<file path="src/rtl/zx_screen_render.sv">
// ZX Spectrum screen renderer for the RGB565 LCD path.
// Consumes pixel coordinates and DE from the LCD timing generator, fetches
// bitmap/attribute bytes from the screen RAM one cell ahead, and produces
// border/paper/ink colour three clocks after the coordinates arrive.
// Optional feature macro: ZX_PALETTE_EN adds a writable 16-entry RGB565
// palette (pal_we/pal_idx/pal_data) in place of the fixed colour mapping.
// SCALE_LOG2 must be 0, 1 or 2.

module zx_screen_render #(
    parameter int H_W        = 10,
    parameter int V_W        = 10,
    parameter int X_START    = 24,
    parameter int Y_START    = 0,
    parameter int SCALE_LOG2 = 0,
    parameter int FLASH_LOG2 = 4
) (
    input  logic           PixelClk,
    input  logic           nRST,
    input  logic           de_in,
    input  logic [H_W-1:0] x_in,
    input  logic [V_W-1:0] y_in,
    input  logic           frame_tick,
    input  logic [2:0]     border,
    output logic [12:0]    ram_addr,
    output logic           ram_re,
    input  logic [7:0]     pix_data,
    input  logic [7:0]     attr_data,
    output logic           de_out,
    output logic [15:0]    rgb
`ifdef ZX_PALETTE_EN
    ,
    input  logic           pal_we,
    input  logic [3:0]     pal_idx,
    input  logic [15:0]    pal_data
`endif
);

    localparam int SCALE  = 1 << SCALE_LOG2;
    localparam int WIN_W  = 256 << SCALE_LOG2;
    localparam int WIN_H  = 192 << SCALE_LOG2;
    localparam int CELL_W = 8 << SCALE_LOG2;

    // Fixed ZX mapping from colour index {bright,G,R,B} to RGB565.
    function automatic logic [15:0] fixed_rgb(input logic [3:0] idx);
        logic [4:0] r5;
        logic [5:0] g6;
        logic [4:0] b5;
        r5 = idx[1] ? (idx[3] ? 5'h1F : 5'h10) : 5'h00;
        g6 = idx[2] ? (idx[3] ? 6'h3F : 6'h20) : 6'h00;
        b5 = idx[0] ? (idx[3] ? 5'h1F : 5'h10) : 5'h00;
        return {r5, g6, b5};
    endfunction

    // Window offsets; anything left/above the window wraps to a large value
    // and therefore falls outside the unsigned range check.
    logic [H_W-1:0] off_x;
    logic [H_W-1:0] off_xa;
    logic [V_W-1:0] off_y;
    logic           in_x;
    logic           in_xa;
    logic           in_y;
    logic           cell_start;
    logic           fetch0;
    logic [7:0]     sy0;
    logic [4:0]     cell_a;

    // off_xa looks two pixels ahead so the byte is in the shifter before
    // the first pixel of its cell reaches the colour stage.
    assign off_x      = x_in - H_W'(X_START);
    assign off_xa     = x_in + H_W'(2) - H_W'(X_START);
    assign off_y      = y_in - V_W'(Y_START);
    assign in_x       = (32'(off_x) < 32'(WIN_W));
    assign in_xa      = (32'(off_xa) < 32'(WIN_W));
    assign in_y       = (32'(off_y) < 32'(WIN_H));
    assign cell_start = ((32'(off_xa) & 32'(CELL_W - 1)) == 32'd0);
    assign fetch0     = de_in && in_y && in_xa && cell_start;
    assign sy0        = 8'(off_y >> SCALE_LOG2);
    assign cell_a     = 5'(off_xa >> (SCALE_LOG2 + 3));

    logic           load_pend;
    logic [7:0]     shifter;
    logic [7:0]     attr_reg;
    logic [1:0]     scale_cnt;
    logic [FLASH_LOG2:0] flash_cnt;
    logic           de1;
    logic           win1;
    logic           phase1;
    logic [2:0]     border1;
    logic           ink_on;
    logic [3:0]     idx1;
    logic           de2;
    logic [3:0]     idx2;
    logic [15:0]    colour2;

    // Issue one RAM read per cell, with the ZX interleaved bitmap address.
    always_ff @(posedge PixelClk or negedge nRST) begin
        if (!nRST) begin
            ram_re    <= 1'b0;
            ram_addr  <= 13'd0;
            load_pend <= 1'b0;
        end else begin
            ram_re    <= fetch0;
            load_pend <= ram_re;
            if (fetch0) begin
                ram_addr <= {sy0[7:6], sy0[2:0], sy0[5:3], cell_a};
            end
        end
    end

    // Load the returned byte pair, otherwise shift once per replicated pixel.
    always_ff @(posedge PixelClk or negedge nRST) begin
        if (!nRST) begin
            shifter   <= 8'd0;
            attr_reg  <= 8'd0;
            scale_cnt <= 2'd0;
        end else if (load_pend) begin
            shifter   <= pix_data;
            attr_reg  <= attr_data;
            scale_cnt <= 2'd0;
        end else if (scale_cnt == 2'(SCALE - 1)) begin
            shifter   <= {shifter[6:0], 1'b0};
            scale_cnt <= 2'd0;
        end else begin
            scale_cnt <= scale_cnt + 2'd1;
        end
    end

    // Frame counter whose MSB is the FLASH phase.
    always_ff @(posedge PixelClk or negedge nRST) begin
        if (!nRST) begin
            flash_cnt <= '0;
        end else if (frame_tick) begin
            flash_cnt <= flash_cnt + (FLASH_LOG2 + 1)'(1);
        end
    end

    // First pipeline stage: capture per-pixel control and the pre-tick phase.
    always_ff @(posedge PixelClk or negedge nRST) begin
        if (!nRST) begin
            de1     <= 1'b0;
            win1    <= 1'b0;
            phase1  <= 1'b0;
            border1 <= 3'd0;
        end else begin
            de1     <= de_in;
            win1    <= in_x && in_y;
            phase1  <= flash_cnt[FLASH_LOG2];
            border1 <= border;
        end
    end

    // Choose ink, paper or border as a 4-bit colour index.
    always_comb begin
        ink_on = shifter[7] ^ (attr_reg[7] & phase1);
        idx1   = {1'b0, border1};
        if (win1) begin
            idx1 = {attr_reg[6], ink_on ? attr_reg[2:0] : attr_reg[5:3]};
        end
    end

    // Second pipeline stage: hold the colour index for the lookup.
    always_ff @(posedge PixelClk or negedge nRST) begin
        if (!nRST) begin
            de2  <= 1'b0;
            idx2 <= 4'd0;
        end else begin
            de2  <= de1;
            idx2 <= idx1;
        end
    end

`ifdef ZX_PALETTE_EN
    logic [15:0] pal [16];

    // Writable palette, reset to the fixed mapping; a write becomes visible
    // to lookups from the following clock.
    always_ff @(posedge PixelClk or negedge nRST) begin
        if (!nRST) begin
            for (int i = 0; i < 16; i++) begin
                pal[i] <= fixed_rgb(4'(i));
            end
        end else if (pal_we) begin
            pal[pal_idx] <= pal_data;
        end
    end

    assign colour2 = pal[idx2];
`else
    assign colour2 = fixed_rgb(idx2);
`endif

    // Output stage: blank outside DE, otherwise the looked-up colour.
    always_ff @(posedge PixelClk or negedge nRST) begin
        if (!nRST) begin
            de_out <= 1'b0;
            rgb    <= 16'h0000;
        end else begin
            de_out <= de2;
            rgb    <= de2 ? colour2 : 16'h0000;
        end
    end

endmodule

</file>
<file path="config.mk">
export PLATFORM = sky130hd
export DESIGN_NAME = zx_screen_render
export DESIGN_NICKNAME = d
export VERILOG_FILES = /design/src/rtl/zx_screen_render.sv
export SDC_FILE = /design/constraint.sdc
export NUM_CORES = 1
export LEC_CHECK = 0
export ABC_CLOCK_PERIOD_IN_PS = 4190
export BUFFER_PORTS_ARGS = -buffer_cell sky130_fd_sc_hd__buf_2
export CAP_MARGIN = 15
export CORE_ASPECT_RATIO = 1.4
export CORE_MARGIN = 2
export CORE_UTILIZATION = 40
export DETAILED_ROUTE_END_ITERATION = 8
export PLACE_DENSITY = 0.7
export SETUP_SLACK_MARGIN = 0.4
export SYNTH_ARGS = -nofsm -noshare
export SYNTH_HDL_FRONTEND = slang
export SYNTH_SLANG_ARGS = --single-unit
</file>
<file path="constraint.sdc">
create_clock -name PixelClk -period 4.19 [get_ports PixelClk]
set_input_delay 0 -clock PixelClk [delete_from_list [all_inputs] [get_ports PixelClk]]
set_output_delay 0 -clock PixelClk [all_outputs]
set_load 0.01 [all_outputs]
</file>
==> metrics <==
result of the run=finished clean; Die Span Y=approximately 94 um; synthesized area=roughly 2300 um2; CTS tree=done; Largest register FFs=13; Row Count=32; post-synthesis register bit count=56; pwr dens=between 300 and 400 nW/um2; most numerous cell in the Yosys netlist=dfrtp_1; first-pass GRT wire length=about 6600 um; final max-slew violation count=0; sequential share of the synthesized area=0.609; Setup Skew=0.00795 ns; Register Area=roughly 1400 um2; post-CTS setup buffers=0; critical path cell sequence=dlygate4sd3_1 > buf_2 > a211oi_1 > nand4_2 > mux2_2; DIE AREA=6380 um2; DRT iter0 DRCs=38; Root Driver=clkbuf_8; post-layout min period=1.73 ns; Syn Inst Count=roughly 170; Starting Density=0.416; unrepaired setup endpoints after global routing=false; core area=approximately 5500 um2; CTS buffer count=5; GP Congestion=between 0.7 and 0.8; syn nets=220; final core utilization=0.555; CP max stage delay=around 0.54 ns; Layout Nets=318; largest area contributor in the netlist=dfrtp_1; WP data arrival=roughly 1.9 ns; via count=approximately 1,600; fmax=approximately 0.58 GHz; Hold Fails Final Rpt=0; Bufs and invs on worst path=2; vias in the first global route=1,514; Synth Flop Type=dfrtp_1; Leak=0.00166 uW; Vias/cell=between 4 and 5; initial antenna violation count=0; clock slew at reported path FFs=~0.090 ns; post-route cell area=around 3100 um2; DRC errors left=0; TritonRoute pass-1 iters=4; Synth top cells by count=dfrtp_1 (56), mux2_2 (22), nand2_1 (12), buf_4 (10), mux2i_1 (10); yosys warns=0; ANT cells=0; crit path launch type=input port; Critical Path Fanout Max=14; Critical Path End Type=register; Post-synth EDFFs=0; die width=68.1 um; total power=1060 uW; final setup TNS=0 ns; # fillers=between 400 and 500; crit path kind=in2reg; CP max stage cell=dlygate4sd3_1; CTS Sinks=56; per-cell routed wire length=12.2 um; count of cell types in the netlist=27; largest net degree at the start of global routing=57; Critical Path RT=4.38 ns; GRT Overall Usage=0.140; Multi-input gate area=786 um2; grt ovf=0; Max clock buf depth=2; syn avg cell area=13.3 um2; PortBufs=73; post-DP HPWL=around 2800 um; ratio of cells with drive above 1 in the final layout=0.393; fin crit share=0.413; worst skew pair latency=roughly 0.30 ns; area fraction of the dominant cell type after synthesis=0.609; placed cell area=around 2700 um2; fraction of registers with async set/reset=1.00; max_cap viols=0; top cells by area, synth=dfrtp_1 (61%), mux2_2 (11%), mux2i_1 (4.4%); Ports=74; Setup WS pre-CTS=roughly 2.3 ns; final setup vio count=0; final worst setup slack=2.46 ns; Max-slew headroom=0.455; routed wire length=around 4200 um; antenna viol nets, final=0; worst slew pin tran=0.818 ns; CP delay by family, top=buffers and inverters; Peak VDD IR=around 0.21 mV; Hold WC Path Type=in2reg; Area Overhead vs Synth=33.2%; H-tree lvl count=2
[cells by family after synthesis]
family,synth area share
flip-flops,0.609
AND/OR/NAND/NOR,0.0800
multiplexers,0.151
buffers and inverters,0.0490
AO/OA/AOI/OAI,0.0392
XOR/XNOR,0.0495
adder cells (fa/ha/maj),0.0218
[cell usage in the layout (no fill, tap or decap)]
cell type / synthesis / final
nor3b_2: 1 / 1
a211oi_1: 1 / 1
mux2i_1: 10 / 10
buf_2: 0 / 73
and3_1: 3 / 3
nor3b_1: 1 / 1
dfrtp_1: 56 / 56
nor3_1: 1 / 1
o21ai_0: 8 / 8
a21oi_1: 6 / 6
nand2_1: 12 / 12
xor2_1: 6 / 6
nand4_2: 1 / 1
nand2b_1: 1 / 1
or3_4: 1 / 1
and2_1: 4 / 4
nand4_1: 2 / 2
inv_1: 3 / 3
xnor2_1: 7 / 7
buf_4: 10 / 1
a21o_1: 1 / 1
clkbuf_8: 0 / 5
nor2b_1: 2 / 2
mux2_2: 22 / 22
o21ai_1: 1 / 1
clkinv_2: 0 / 2
ha_1: 4 / 4
clkinv_4: 0 / 1
nor2_1: 4 / 4
dlygate4sd3_1: 0 / 32
[what timing repair did]
item,4_1_cts,5_1_grt
hold buffers,32,0
resized for setup,0,0
endpoints found under the hold margin,87,0
[per-layer routing]
metal / up-vias / wire, um / global-route usage
met5: - / 0 / 0
met2: 51 / 2210 / 0.243
met3: 6 / 223 / 0.0324
li1: 770 / - / -
met1: 730 / 1630 / 0.159
met4: 0 / 95 / 0.0667
[path summary, 6_finish.rpt]
| kind | cells after the start | slack (ns) | from | end |
|---|---|---|---|---|
| min reg2reg | 0 | 0.36 | de1 | de2 |
| max reg2reg | 1 | 2.78 | load_pend | attr_reg[7] |
| max in group asynchronous | 3 | 3.39 | nRST | attr_reg[3] |
| min | 3 | 0.06 | x_in[7] | ram_addr[4] |
| max | 5 | 2.46 | y_in[7] | ram_addr[10] |
| min in group asynchronous | 3 | 0.34 | nRST | de_out |
[final cells by class]
class	count	area share
clock buffer	5	0.0225
clock inverter	3	0.00612
inverter	3	0.00367
multi-input combinational	99	0.256
sequential	56	0.457
tap	68	0.0278
timing repair buffer	106	0.226
[power by group]
part	total [uW]	internal [uW]	switching (uW)	leakage, uW
Sequential	626	595	31.8	0.000739
Clock	282	117	165	0.0000479
Combinational	153	91.2	61.9	0.000869
Total	1060	803	259	0.00166
[tightest hold or removal path: cells and delay by family]
family | cells | cell delay (ns)
mux | 1 | 0.13
buf+inv | 1 | 0.09
xor+xnor | 1 | 0.11
[metrics by stage]
step | hold slack [ns] | instances
final | 0.0640 | 340
after CTS | 0.0622 | 340
after detailed placement | 0.110 | 300
after global placement | 0.109 | 300
after global routing | 0.0835 | 340
after floorplan | -0.296 | 173
No activity file was read; power rests on OpenSTA's default activity.
